### config.mk
export PLATFORM = sky130hd
export DESIGN_NAME = sisc_mem_arb
export DESIGN_NICKNAME = d
export VERILOG_FILES = /design/src/rtl/sisc_mem_arb.sv
export SDC_FILE = /design/constraint.sdc
export NUM_CORES = 1
export LEC_CHECK = 0
export CORE_ASPECT_RATIO = 0.9
export CORE_MARGIN = 2
export CORE_UTILIZATION = 35
export DETAILED_ROUTE_END_ITERATION = 7
export DONT_BUFFER_PORTS = 1
export PLACE_DENSITY_LB_ADDON = 0.3
export SLEW_MARGIN = 15
export SYNTH_ARGS = -nofsm -noshare
export SYNTH_HDL_FRONTEND = slang
export SYNTH_SLANG_ARGS = --single-unit
### constraint.sdc
create_clock -name clk -period 2.2 [get_ports clk]
set_input_delay 0.11 -clock clk [delete_from_list [all_inputs] [get_ports clk]]
set_output_delay 0.11 -clock clk [all_outputs]
set_load 0.01 [all_outputs]
### src/rtl/sisc_mem_arb.sv
`default_nettype none
// +----------------------------------------------------------------------------+
// | Module      : sisc_mem_arb                                                  |
// | Description : Shares one single-port SISC memory between the instruction-   |
// |               fetch port (read only) and the data port (LOD/STR). Grants    |
// |               one requester, issues one access, waits MEM_LAT cycles and    |
// |               returns read data or a write acknowledge to the winner.       |
// |               States: IDLE -> ISSUE -> WAIT (MEM_LAT cycles) -> RESP.        |
// | Ports       : clk, rst_f (async, active-low)                                |
// |               fetch : if_req/if_addr in, if_gnt/if_rvalid/if_rdata out      |
// |               data  : d_req/d_we/d_addr/d_wdata in,                         |
// |                       d_gnt/d_rvalid/d_rdata out                            |
// |               memory: mem_en/mem_we/mem_addr/mem_wdata out, mem_rdata in    |
// |               busy  : high whenever the sequencer is not IDLE               |
// | Options     : SISC_MEM_ARB_RR_EN - round-robin on simultaneous requests     |
// |               (default: data port always beats fetch port)                  |
// | Revision    : 1.0 - initial release                                         |
// +----------------------------------------------------------------------------+
module sisc_mem_arb #(
  parameter int AW      = 16,
  parameter int DW      = 32,
  parameter int MEM_LAT = 1     // 1..15
) (
  input  logic          clk,
  input  logic          rst_f,
  input  logic          if_req,
  input  logic [AW-1:0] if_addr,
  output logic          if_gnt,
  output logic          if_rvalid,
  output logic [DW-1:0] if_rdata,
  input  logic          d_req,
  input  logic          d_we,
  input  logic [AW-1:0] d_addr,
  input  logic [DW-1:0] d_wdata,
  output logic          d_gnt,
  output logic          d_rvalid,
  output logic [DW-1:0] d_rdata,
  output logic          mem_en,
  output logic          mem_we,
  output logic [AW-1:0] mem_addr,
  output logic [DW-1:0] mem_wdata,
  input  logic [DW-1:0] mem_rdata,
  output logic          busy
);

  typedef enum logic [1:0] {
    ST_IDLE  = 2'd0,
    ST_ISSUE = 2'd1,
    ST_WAIT  = 2'd2,
    ST_RESP  = 2'd3
  } state_t;

  // Counter preload: WAIT lasts exactly MEM_LAT cycles, so the capture
  // lands on cycle ISSUE+MEM_LAT.
  localparam logic [3:0] LAT_M1 = 4'(MEM_LAT - 1);

  state_t          state_q,     state_d;
  logic [3:0]      cnt_q,       cnt_d;
  logic            win_data_q,  win_data_d;   // 1 = data port owns the access
  logic            we_q,        we_d;
  logic [AW-1:0]   addr_q,      addr_d;
  logic [DW-1:0]   wdata_q,     wdata_d;
  logic            if_gnt_q,    if_gnt_d;
  logic            d_gnt_q,     d_gnt_d;
  logic            mem_en_q,    mem_en_d;
  logic            mem_we_q,    mem_we_d;
  logic            if_rvalid_q, if_rvalid_d;
  logic            d_rvalid_q,  d_rvalid_d;
  logic [DW-1:0]   if_rdata_q,  if_rdata_d;
  logic [DW-1:0]   d_rdata_q,   d_rdata_d;
  logic            busy_q,      busy_d;
  logic            data_wins;

`ifdef SISC_MEM_ARB_RR_EN
  logic            last_winner_q, last_winner_d;  // 1 = data won last grant
  // On a tie the port that did not win last time goes first.
  assign data_wins = d_req & (~if_req | ~last_winner_q);
`else
  assign data_wins = d_req;
`endif

  always_comb begin
    state_d     = state_q;
    cnt_d       = cnt_q;
    win_data_d  = win_data_q;
    we_d        = we_q;
    addr_d      = addr_q;
    wdata_d     = wdata_q;
    if_gnt_d    = 1'b0;
    d_gnt_d     = 1'b0;
    mem_en_d    = 1'b0;
    mem_we_d    = 1'b0;
    if_rvalid_d = 1'b0;
    d_rvalid_d  = 1'b0;
    if_rdata_d  = '0;
    d_rdata_d   = '0;
`ifdef SISC_MEM_ARB_RR_EN
    last_winner_d = last_winner_q;
`endif

    case (state_q)
      ST_IDLE: begin
        if (if_req || d_req) begin
          // Latch the winner's request; gnt/mem_* are registered so they
          // appear during the ISSUE cycle.
          win_data_d = data_wins;
          we_d       = data_wins & d_we;
          addr_d     = data_wins ? d_addr : if_addr;
          wdata_d    = (data_wins && d_we) ? d_wdata : '0;
          if_gnt_d   = ~data_wins;
          d_gnt_d    = data_wins;
          mem_en_d   = 1'b1;
          mem_we_d   = data_wins & d_we;
          state_d    = ST_ISSUE;
`ifdef SISC_MEM_ARB_RR_EN
          last_winner_d = data_wins;
`endif
        end
      end
      ST_ISSUE: begin
        cnt_d   = LAT_M1;
        state_d = ST_WAIT;
      end
      ST_WAIT: begin
        if (cnt_q == 4'd0) begin
          // Capture straight into the response registers so rvalid/rdata
          // are presented during RESP.
          if_rvalid_d = ~win_data_q;
          d_rvalid_d  = win_data_q;
          if_rdata_d  = win_data_q ? '0 : mem_rdata;
          d_rdata_d   = (win_data_q && !we_q) ? mem_rdata : '0;
          state_d     = ST_RESP;
        end else begin
          cnt_d = cnt_q - 4'd1;
        end
      end
      default: begin  // ST_RESP
        state_d = ST_IDLE;
      end
    endcase

    busy_d = (state_d != ST_IDLE);
  end

  always_ff @(posedge clk or negedge rst_f) begin
    if (!rst_f) begin
      state_q     <= ST_IDLE;
      cnt_q       <= '0;
      win_data_q  <= 1'b0;
      we_q        <= 1'b0;
      addr_q      <= '0;
      wdata_q     <= '0;
      if_gnt_q    <= 1'b0;
      d_gnt_q     <= 1'b0;
      mem_en_q    <= 1'b0;
      mem_we_q    <= 1'b0;
      if_rvalid_q <= 1'b0;
      d_rvalid_q  <= 1'b0;
      if_rdata_q  <= '0;
      d_rdata_q   <= '0;
      busy_q      <= 1'b0;
`ifdef SISC_MEM_ARB_RR_EN
      last_winner_q <= 1'b0;
`endif
    end else begin
      state_q     <= state_d;
      cnt_q       <= cnt_d;
      win_data_q  <= win_data_d;
      we_q        <= we_d;
      addr_q      <= addr_d;
      wdata_q     <= wdata_d;
      if_gnt_q    <= if_gnt_d;
      d_gnt_q     <= d_gnt_d;
      mem_en_q    <= mem_en_d;
      mem_we_q    <= mem_we_d;
      if_rvalid_q <= if_rvalid_d;
      d_rvalid_q  <= d_rvalid_d;
      if_rdata_q  <= if_rdata_d;
      d_rdata_q   <= d_rdata_d;
      busy_q      <= busy_d;
`ifdef SISC_MEM_ARB_RR_EN
      last_winner_q <= last_winner_d;
`endif
    end
  end

  assign if_gnt    = if_gnt_q;
  assign if_rvalid = if_rvalid_q;
  assign if_rdata  = if_rdata_q;
  assign d_gnt     = d_gnt_q;
  assign d_rvalid  = d_rvalid_q;
  assign d_rdata   = d_rdata_q;
  assign mem_en    = mem_en_q;
  assign mem_we    = mem_we_q;
  assign mem_addr  = addr_q;
  assign mem_wdata = wdata_q;
  assign busy      = busy_q;

endmodule
`default_nettype wire
## After elaboration in Yosys (flattened, before gate mapping)

Index checks and enable logic that the tools add are counted.

- Add/sub/neg operators: 1
- Eq/ne operators: 3
- Multiplexer cells: 25
- Bitwise operators: 3
- Reductions and logical operators: 10

Operators by type and width:

| cell | number |
|---|---|
| $mux W32 | 7 |
| $mux W16 | 1 |
| $mux W1 | 12 |
| $pmux W4 S2 | 1 |
| $pmux W2 S3 | 1 |
| $logic_not A4 Y1 | 1 |
| $mux W2 | 2 |
| $mux W4 | 1 |
| $reduce_and A2 Y1 | 2 |
| $reduce_bool A2 Y1 | 2 |
| $sub A4 B1 Y4 const B | 1 |
| $eq A2 B1 Y1 const B | 1 |
| $eq A2 B2 Y1 const B | 1 |
| $logic_and A1 B1 Y1 | 2 |
| $logic_not A2 Y1 | 1 |
| $ne A2 B2 Y1 const B | 1 |
| $not A1 Y1 | 2 |
| $and A1 B1 Y1 | 1 |
| $logic_not A1 Y1 | 1 |
| $logic_or A1 B1 Y1 | 1 |

- Bits in registers: 127
- Output and inout bits: 119
- Logic and storage cells: 57

## Depth between registers and ports, before layout

Gate-level depths: netlist of the first run.

- Depth in word-level cells: 5
- Mapped depth: 7
- Mapped depth without buffers: 5

## Worst setup path after synthesis of the first run

OpenSTA, ideal clock, no wires.

- Path type: flip-flop to flip-flop
- From: register state_q[0]
- To: register busy_q (netlist: busy)
- Data arrival time: 1.328 ns
- Path slack: 0.745 ns
- Stages on the path, launching flop included: 7
- Buffers on the path: 1
- Clock period less this slack: 1.455 ns
- Cell sequence: dfrtp_1 inv_1 ha_1 buf_2 o21ai_0 a31oi_1 or2_2

- Longest elaborated chain between the ends: 3

RTL lines:

| element | RTL line | text |
|---|---|---|
| start: declaration | 57 | `state_t state_q, state_d;` |
| start signal: assignment | 166 | `state_q <= state_d;` |
| $eq A2 B2 Y1, or another cell as far along | 101 | `case (state_q)` |
| $pmux W2 S3 (*) | 101 |  |
| via state_d[0] | 57 |  |
| $reduce_bool A2 Y1 (*) | 142 | `busy_d = (state_d != ST_IDLE);` |
| via busy_d | 71 | `logic busy_q, busy_d;` |
| end signal: assignment | 180 | `busy_q <= busy_d;` |
| end: declaration | 71 |  |

The timed path passes the listed nets; every way through them passes the cells marked *.
A chain may end at the register's enable or synchronous reset.

## Final worst setup path of the first run

- From: register state_q[0]
- To: register d_rdata_q[18] (netlist: d_rdata[18])

- Longest elaborated chain between the ends: 2

RTL lines:

| element | RTL line | text |
|---|---|---|
| $eq A2 B2 Y1 | 101 |  |
| $mux W32 | 101 |  |
| via d_rdata_d[18] | 70 | `logic [DW-1:0] d_rdata_q, d_rdata_d;` |
| end signal: assignment | 179 | `d_rdata_q <= d_rdata_d;` |
| end: declaration | 70 |  |

The timed path passes the listed nets, and every way through them passes these cells.

==> results of run 1 <==
[cell families (layout without fill, tap and decap cells)]
| kind of cell | after synthesis | in the layout | share of synthesized area, % |
|---|---|---|---|
| fa+ha+maj | 5 | 5 | 1.37 |
| xor+xnor | 1 | 1 | 0.192 |
| mux | 17 | 17 | 3.75 |
| compound gates | 59 | 59 | 9.34 |
| buf+inv | 25 | 140 | 2.49 |
| simple gates | 100 | 100 | 13.3 |
| flops | 127 | 127 | 69.6 |
[state kept, by name (all words and copies together) (netlist names), 2 cells and up]
name and cells:
mem_wdata 32, d_rdata 32, cnt_q 4, state_q 2
mem_addr 16, if_rdata 32
[cells in the final DEF, fill, tap and decap left out, drive strengths merged, types with 2 or more instances in the layout]
cell / instances
mux2i: 16
clkinv: 3
buf: 6
nor3b: 3
ha: 5
dlygate4sd3: 99
and2: 65
clkbuf: 23
dfrtp: 127
nand2: 18
inv: 5
and3: 2
a22o: 32
nor2: 4
bufinv: 3
a21o: 4
nor3: 2
o21ai: 22
[final cells by class]
cell class	instances	area, µm²	share of cell area [%]
sequential	127	3180	50.2
multi-input combinational	182	1290	20.4
timing repair buffer	106	1050	16.6
clock buffer	23	478	7.56
tap	164	205	3.24
clock inverter	6	109	1.72
inverter	5	18.8	0.297
[stage by stage]
step / instance area (µm²) / instances
after global placement: 4740 / 484
after floorplan: 4570 / 334
after CTS: 6320 / 613
after global routing: 6330 / 613
after detailed placement: 4740 / 484
final: 6330 / 613
[worst max path at each step]
stage | startpoint | cells past startpoint | to
final | state_q[0] | 6 | d_rdata[18]
after global routing | state_q[0] | 6 | d_rdata[18]
after CTS | d_req | 4 | mem_addr[1]
after detailed placement | state_q[0] | 6 | d_rdata[6]
after global placement | state_q[0] | 6 | d_rdata[10]
after floorplan | state_q[0] | 6 | busy
[critical path, delay by kind of cell, from the launching register on]
family	cells	cell delay, ps
DFF	1	400
buffers and inverters	2	400
and+or+nand+nor	3	560
adders and majority gates	1	390
[routing by layer]
metal	share of wire, %	vias to the layer above	global-route usage, %	routed length [µm]
met5	0	-	0	0
met4	0.97	0	6.52	100
met3	8.3	6	6.29	856
met2	50	183	25.1	5160
met1	41	1432	18.3	4240
li1	-	1338	-	-
[Yosys cell counts, types with 3 or more instances]
cell type and number:
inv_1 5, dfrtp_1 127, a22o_1 32, clkbuf_1 6, mux2i_1 16, clkbuf_2 3
ha_1 5, and2_1 65, nand2_1 18, a21o_1 4, nor2_1 3, buf_2 10
o21ai_0 21
[power by group]
group	total (mW)	leakage, nW	internal [mW]	switching (mW)
registers	3.98	1.70	3.11	0.870
clock network	2.78	0.289	1.85	0.926
logic	1.42	1.07	0.724	0.692
[what timing repair did]
item | in CTS | in global routing
resized for setup | 0 | 1
hold endpoints to repair | 243 | 127
setup endpoints to repair | 0 | 3
==> results by group, run 1 <==
Outcome
  – Status: finished with violations
  – Failing checks: hold timing

Synthesis
  – Count of unique library cells instantiated by Yosys: 29
  – Seq/Total Area, Yosys: about 70%
  – Top post-synthesis cells by area: dfrtp_1 (70%), and2_1 (8.9%), a22o_1 (6.1%)
  – Synth Flop Type: dfrtp_1
  – Number of synthesized flops with an enable pin: 0
  – Post-synth ARST share: between 90% and 100%
  – Synthesis Warnings: 0
  – Syn nets: 440
  – Post-Synthesis Cells: between 300 and 400
  – Synth top area share: a little over two thirds
  – #FFs+latches synth: 127
  – Post-Synthesis Cell Area: approximately 0.0046 mm²
  – Syn Area/Cell: 13.7 µm²
  – Top cell type by total area after synthesis: dfrtp_1

Worst hold path
  – HP Class: primary input to asynchronous set/reset pin

Cells and area
  – Utilization after layout: slightly below 50%
  – N_diodes: 0
  – Area Growth Syn to Fin: 38.4%
  – Share of cells above drive strength 1: between 8 and 9%
  – Final nets: 545
  – Fill cells: roughly 1.0k

Pwr
  – Power, Total: between 8 and 9 mW
  – Pleak: 3.06 nW
  – PwrDens: around 1300 mW/mm²
  – Max VDD drop: 0.000643 V

Flow run
  – Max cap viols: 0

Critical path
  – Worst-path fanout max: 32
  – Reg2Reg Depth: 6
  – Critical path arrival: 2160 ps
  – Worst setup SP type: register
  – CP cell instances: inv_1 > ha_1 > nand4bb_4 > nor3b_4 > buf_4 > and2_1
  – WS Path Type: register to register
  – Crit end category: register
  – R2r setup slk: 370 ps
  – Critical Path Slowest Stage Cell: dfrtp_1
  – CP max stage delay: approximately 400 ps
  – WP data required: 2530 ps
  – Worst R2R Start: state_q[0]
  – FF-to-FF End: d_rdata[18]

Clock tree
  – TritonCTS buffer count: 17
  – CTS HTree Levels: 4
  – Root Driver: clkbuf_16
  – Worst-skew pair later-pin latency: 400 ps
  – Hold Buf Count CTS: 100
  – Clock-pin slew on the worst setup and hold paths: 50 ps
  – CTS Sinks: ~130
  – Postcts setup bufs: 0
  – CTS tree: yes
  – Clk buf depth: 2

Floorplanning
  – Die ar.: 0.0140 mm²
  – Die width: 124 µm
  – Row Count: 39
  – Core Box Area: 0.0127 mm²
  – Initial Util: 35.9%
  – Io pins: 220
  – Die Y: 112 µm

Timing
  – Fmax: 547 MHz
  – Final setup fails: 0
  – Final Hold Slack: -594 ps
  – Post-route setup slack: 371 ps
  – Setup TNS Final: 0 ps
  – Clock skew: 7.09 ps
  – Max-slew headroom: 26.6%
  – Min cycle time layout: 1830 ps
  – Max-slew violation count: 0
  – RSZ-0062 raised after global routing: false
  – Slew @ Worst Pin: between 1000 and 1500 ps
  – Final period utilization: between 80% and 90%
  – Final Hold Violating Endpoints: 127

Route
  – Detailed-route via count: 2959
  – Via/cell ratio: slightly below 5
  – Drt total wl: 10400 µm
  – DRC Markers: 0
  – First-pass iteration count of the detailed router: 4
  – Post-DRT Antenna Nets: 0
  – DR WL/cell: 16.9 µm
  – DRT iter0 DRCs: 100

GRT
  – Total GRT Usage: 15.5%
  – Largest net degree at the start of global routing: 128
  – Initial antenna violation count: 0
  – Number of global-route vias before repair: 3046
  – Grt total ovfl: 0
  – Global-route wire length before repair: 16600 µm

Place
  – PortBufs: 0
  – RD Place Congestion: ~0.72
  – Setup slack at placement: 360 ps
  – DP Wirelength: 6000 µm
Power figures use the tool's default switching activity.
==> run 2, diff against run 1 <==
==> constraint.sdc (replaced) <==
create_clock -name clk -period 1.8 [get_ports clk]
set_input_delay 0.09 -clock clk [delete_from_list [all_inputs] [get_ports clk]]
set_output_delay 0.09 -clock clk [all_outputs]
set_load 0.01 [all_outputs]
==> run 2 against run 1 <==
  * The run still ends with hold timing left
  * First-iteration DRC count grew 20%
  * Sequential share of layout area shrank 0.29 points
  * Via count shrank 0.14%
  * Combinational power grew 28%
  * Critical endpoint is now cnt_q[0]
  * Largest cell class unchanged
==> results by group, run 2 (synthesis gave the netlist of run 1 again) <==
Outcome
  – Status: finished with violations
  – Failing checks: hold timing

Cells and area
  – N_diodes: 0
  – Most frequent cells in the layout: dfrtp_1 (127), dlygate4sd3_1 (99), and2_1 (65)
  – Share of cells above drive strength 1: 9.73%
  – Multi-input logic area: 0.00129 mm²
  – Area Growth Syn to Fin: 39.2%
  – Fin area: 0.00636 mm²
  – Most common cell after layout, fill and taps aside: dfrtp_1
  – Post-Layout Cell Count: 616
  – Sequential cell area: 0.00318 mm²
  – Fill cells: around 1.0k
  – Final nets: 546

Place
  – Setup slack at placement: ~220 ps
  – DP Wirelength: around 6100 µm
  – # placed instances: 485
  – Placed cell areas: 0.00479 mm²
  – PortBufs: 0
  – RD Place Congestion: 0.775

GRT
  – Number of global-route vias before repair: 3078
  – Total GRT Usage: 15.1%
  – Largest net degree at the start of global routing: 128
  – Grt total ovfl: 0
  – Initial antenna violation count: 0
  – Global-route wire length before repair: 16300 µm

Timing
  – Final Hold Slack: -617 ps
  – Fmax: 627 MHz
  – Setup TNS Final: 0 ps
  – Max-slew violation count: 0
  – Final Hold Violating Endpoints: between 100 and 150
  – Max-slew headroom: slightly above 60%
  – Final setup fails: 0
  – RSZ-0062 raised after global routing: false
  – Post-route setup slack: ~210 ps
  – Final period utilization: 88.5%
  – Clock skew: 6.50 ps
  – Slew @ Worst Pin: slightly below 600 ps
  – Min cycle time layout: 1590 ps

Critical path
  – CP max stage delay: approximately 420 ps
  – Reg2Reg Depth: 5
  – WS Path Type: register to register
  – Worst-path fanout max: 5
  – CP cell instances: inv_1 > ha_1 > nor3b_1 > xnor2_1 > a21o_1
  – Worst R2R Start: cnt_q[0]
  – Crit-path leading delay family: simple AND/OR/NAND/NOR gates
  – Worst Path Buf+Inv: 1
  – Critical Path Slowest Stage Cell: nor3b_1
  – Crit end category: register
  – Critical path arrival: 1880 ps
  – R2r setup slk: 210 ps
  – FF-to-FF End: cnt_q[0]
  – WP data required: 2090 ps
  – Worst setup SP type: register

Floorplanning
  – Die ar.: 0.0140 mm²
  – Row Count: 39
  – Io pins: 220
  – Initial Util: between 30% and 40%
  – Die width: 124 µm
  – Die Y: 112 µm
  – Core Box Area: 0.0127 mm²

Clock tree
  – Clock-pin slew on the worst setup and hold paths: around 50 ps
  – TritonCTS buffer count: 17
  – Hold Buf Count CTS: 100
  – CTS HTree Levels: 4
  – Postcts setup bufs: 0
  – CTS resizes: 0
  – Root Driver: clkbuf_16
  – CTS tree: yes
  – Clk buf depth: 2
  – Worst-skew pair later-pin latency: 400 ps
  – CTS Sinks: between 100 and 150

Route
  – Via/cell ratio: 4.80
  – DRT iter0 DRCs: 120
  – Detailed-route via count: between 2k and 3k
  – Drt total wl: 10200 µm
  – DRC Markers: 0
  – First-pass iteration count of the detailed router: 6
  – DR WL/cell: 16.5 µm
  – Post-DRT Antenna Nets: 0

Pwr
  – Pleak: 3.06 nW
  – Max VDD drop: 0.000745 V
  – PwrDens: approximately 1600 mW/mm²

Flow run
  – Max cap viols: 0

Worst hold path
  – HP Class: primary input to asynchronous set/reset pin
[run 2: cell count changes in the layout (fill, tap and decap cells not counted)]
cell / previous run / this run
clkbuf_8: 3 / 2
clkbuf_1: 3 / 1
buf_12: 0 / 4
clkinvlp_4: 0 / 3
buf_2: 0 / 1
clkinv_2: 2 / 5
buf_4: 6 / 3
dlymetal6s4s_1: 1 / 0
bufinv_16: 3 / 2
[run 2: where the power goes]
| group | switching, mW | total [mW] | internal [mW] | leakage, nW |
|---|---|---|---|---|
| logic | 0.857 | 1.82 | 0.966 | 1.09 |
| registers | 1.06 | 4.86 | 3.80 | 1.70 |
| clock network | 1.17 | 3.26 | 2.09 | 0.277 |
| total | 3.09 | 9.94 | 6.86 | 3.06 |
[run 2: worst max-delay path by stage]
stage | start | to | depth (start not counted)
floorplan | state_q[0] | busy | 6
global placement | cnt_q[0] | d_rdata[10] | 6
detailed placement | cnt_q[0] | cnt_q[0] | 5
CTS | d_req | mem_wdata[25] | 4
global route | cnt_q[0] | cnt_q[0] | 5
finish | cnt_q[0] | cnt_q[0] | 5
[run 2: area by class of cell]
| cell class | instances | share of cell area, % |
|---|---|---|
| repair buffers | 107 | 17.3 |
| clock inverters | 11 | 1.83 |
| multi-input cells | 182 | 20.3 |
| well taps | 164 | 3.23 |
| flip-flops and latches | 127 | 50.0 |
| inverters | 5 | 0.295 |
| clock buffers | 20 | 7.18 |
[run 2: worst reg2reg max path, stage by stage, from the launching register on]
cell and delay (ps):
dfrtp_1 400, inv_1 90, ha_1 270, nor3b_1 420, xnor2_1 120, a21o_1 190
[run 2: per-stage QoR]
step                util (%)  total power, mW
floorplan                  -             5.93
global placement        37.6             6.47
detailed placement      37.6             6.53
CTS                     50.0             10.0
global route            50.0             10.5
finish                  50.0             9.94
[run 2: per-layer routing]
layer | vias to the layer above | part of all wire [%] | wire length (µm) | global-route usage [%]
met2 | 174 | 46 | 4700 | 23.7
li1 | 1330 | - | - | -
met5 | - | 0 | 0 | 0
met3 | 13 | 8.5 | 867 | 5.91
met1 | 1438 | 43 | 4400 | 18.4
met4 | 0 | 1.8 | 185 | 7.27
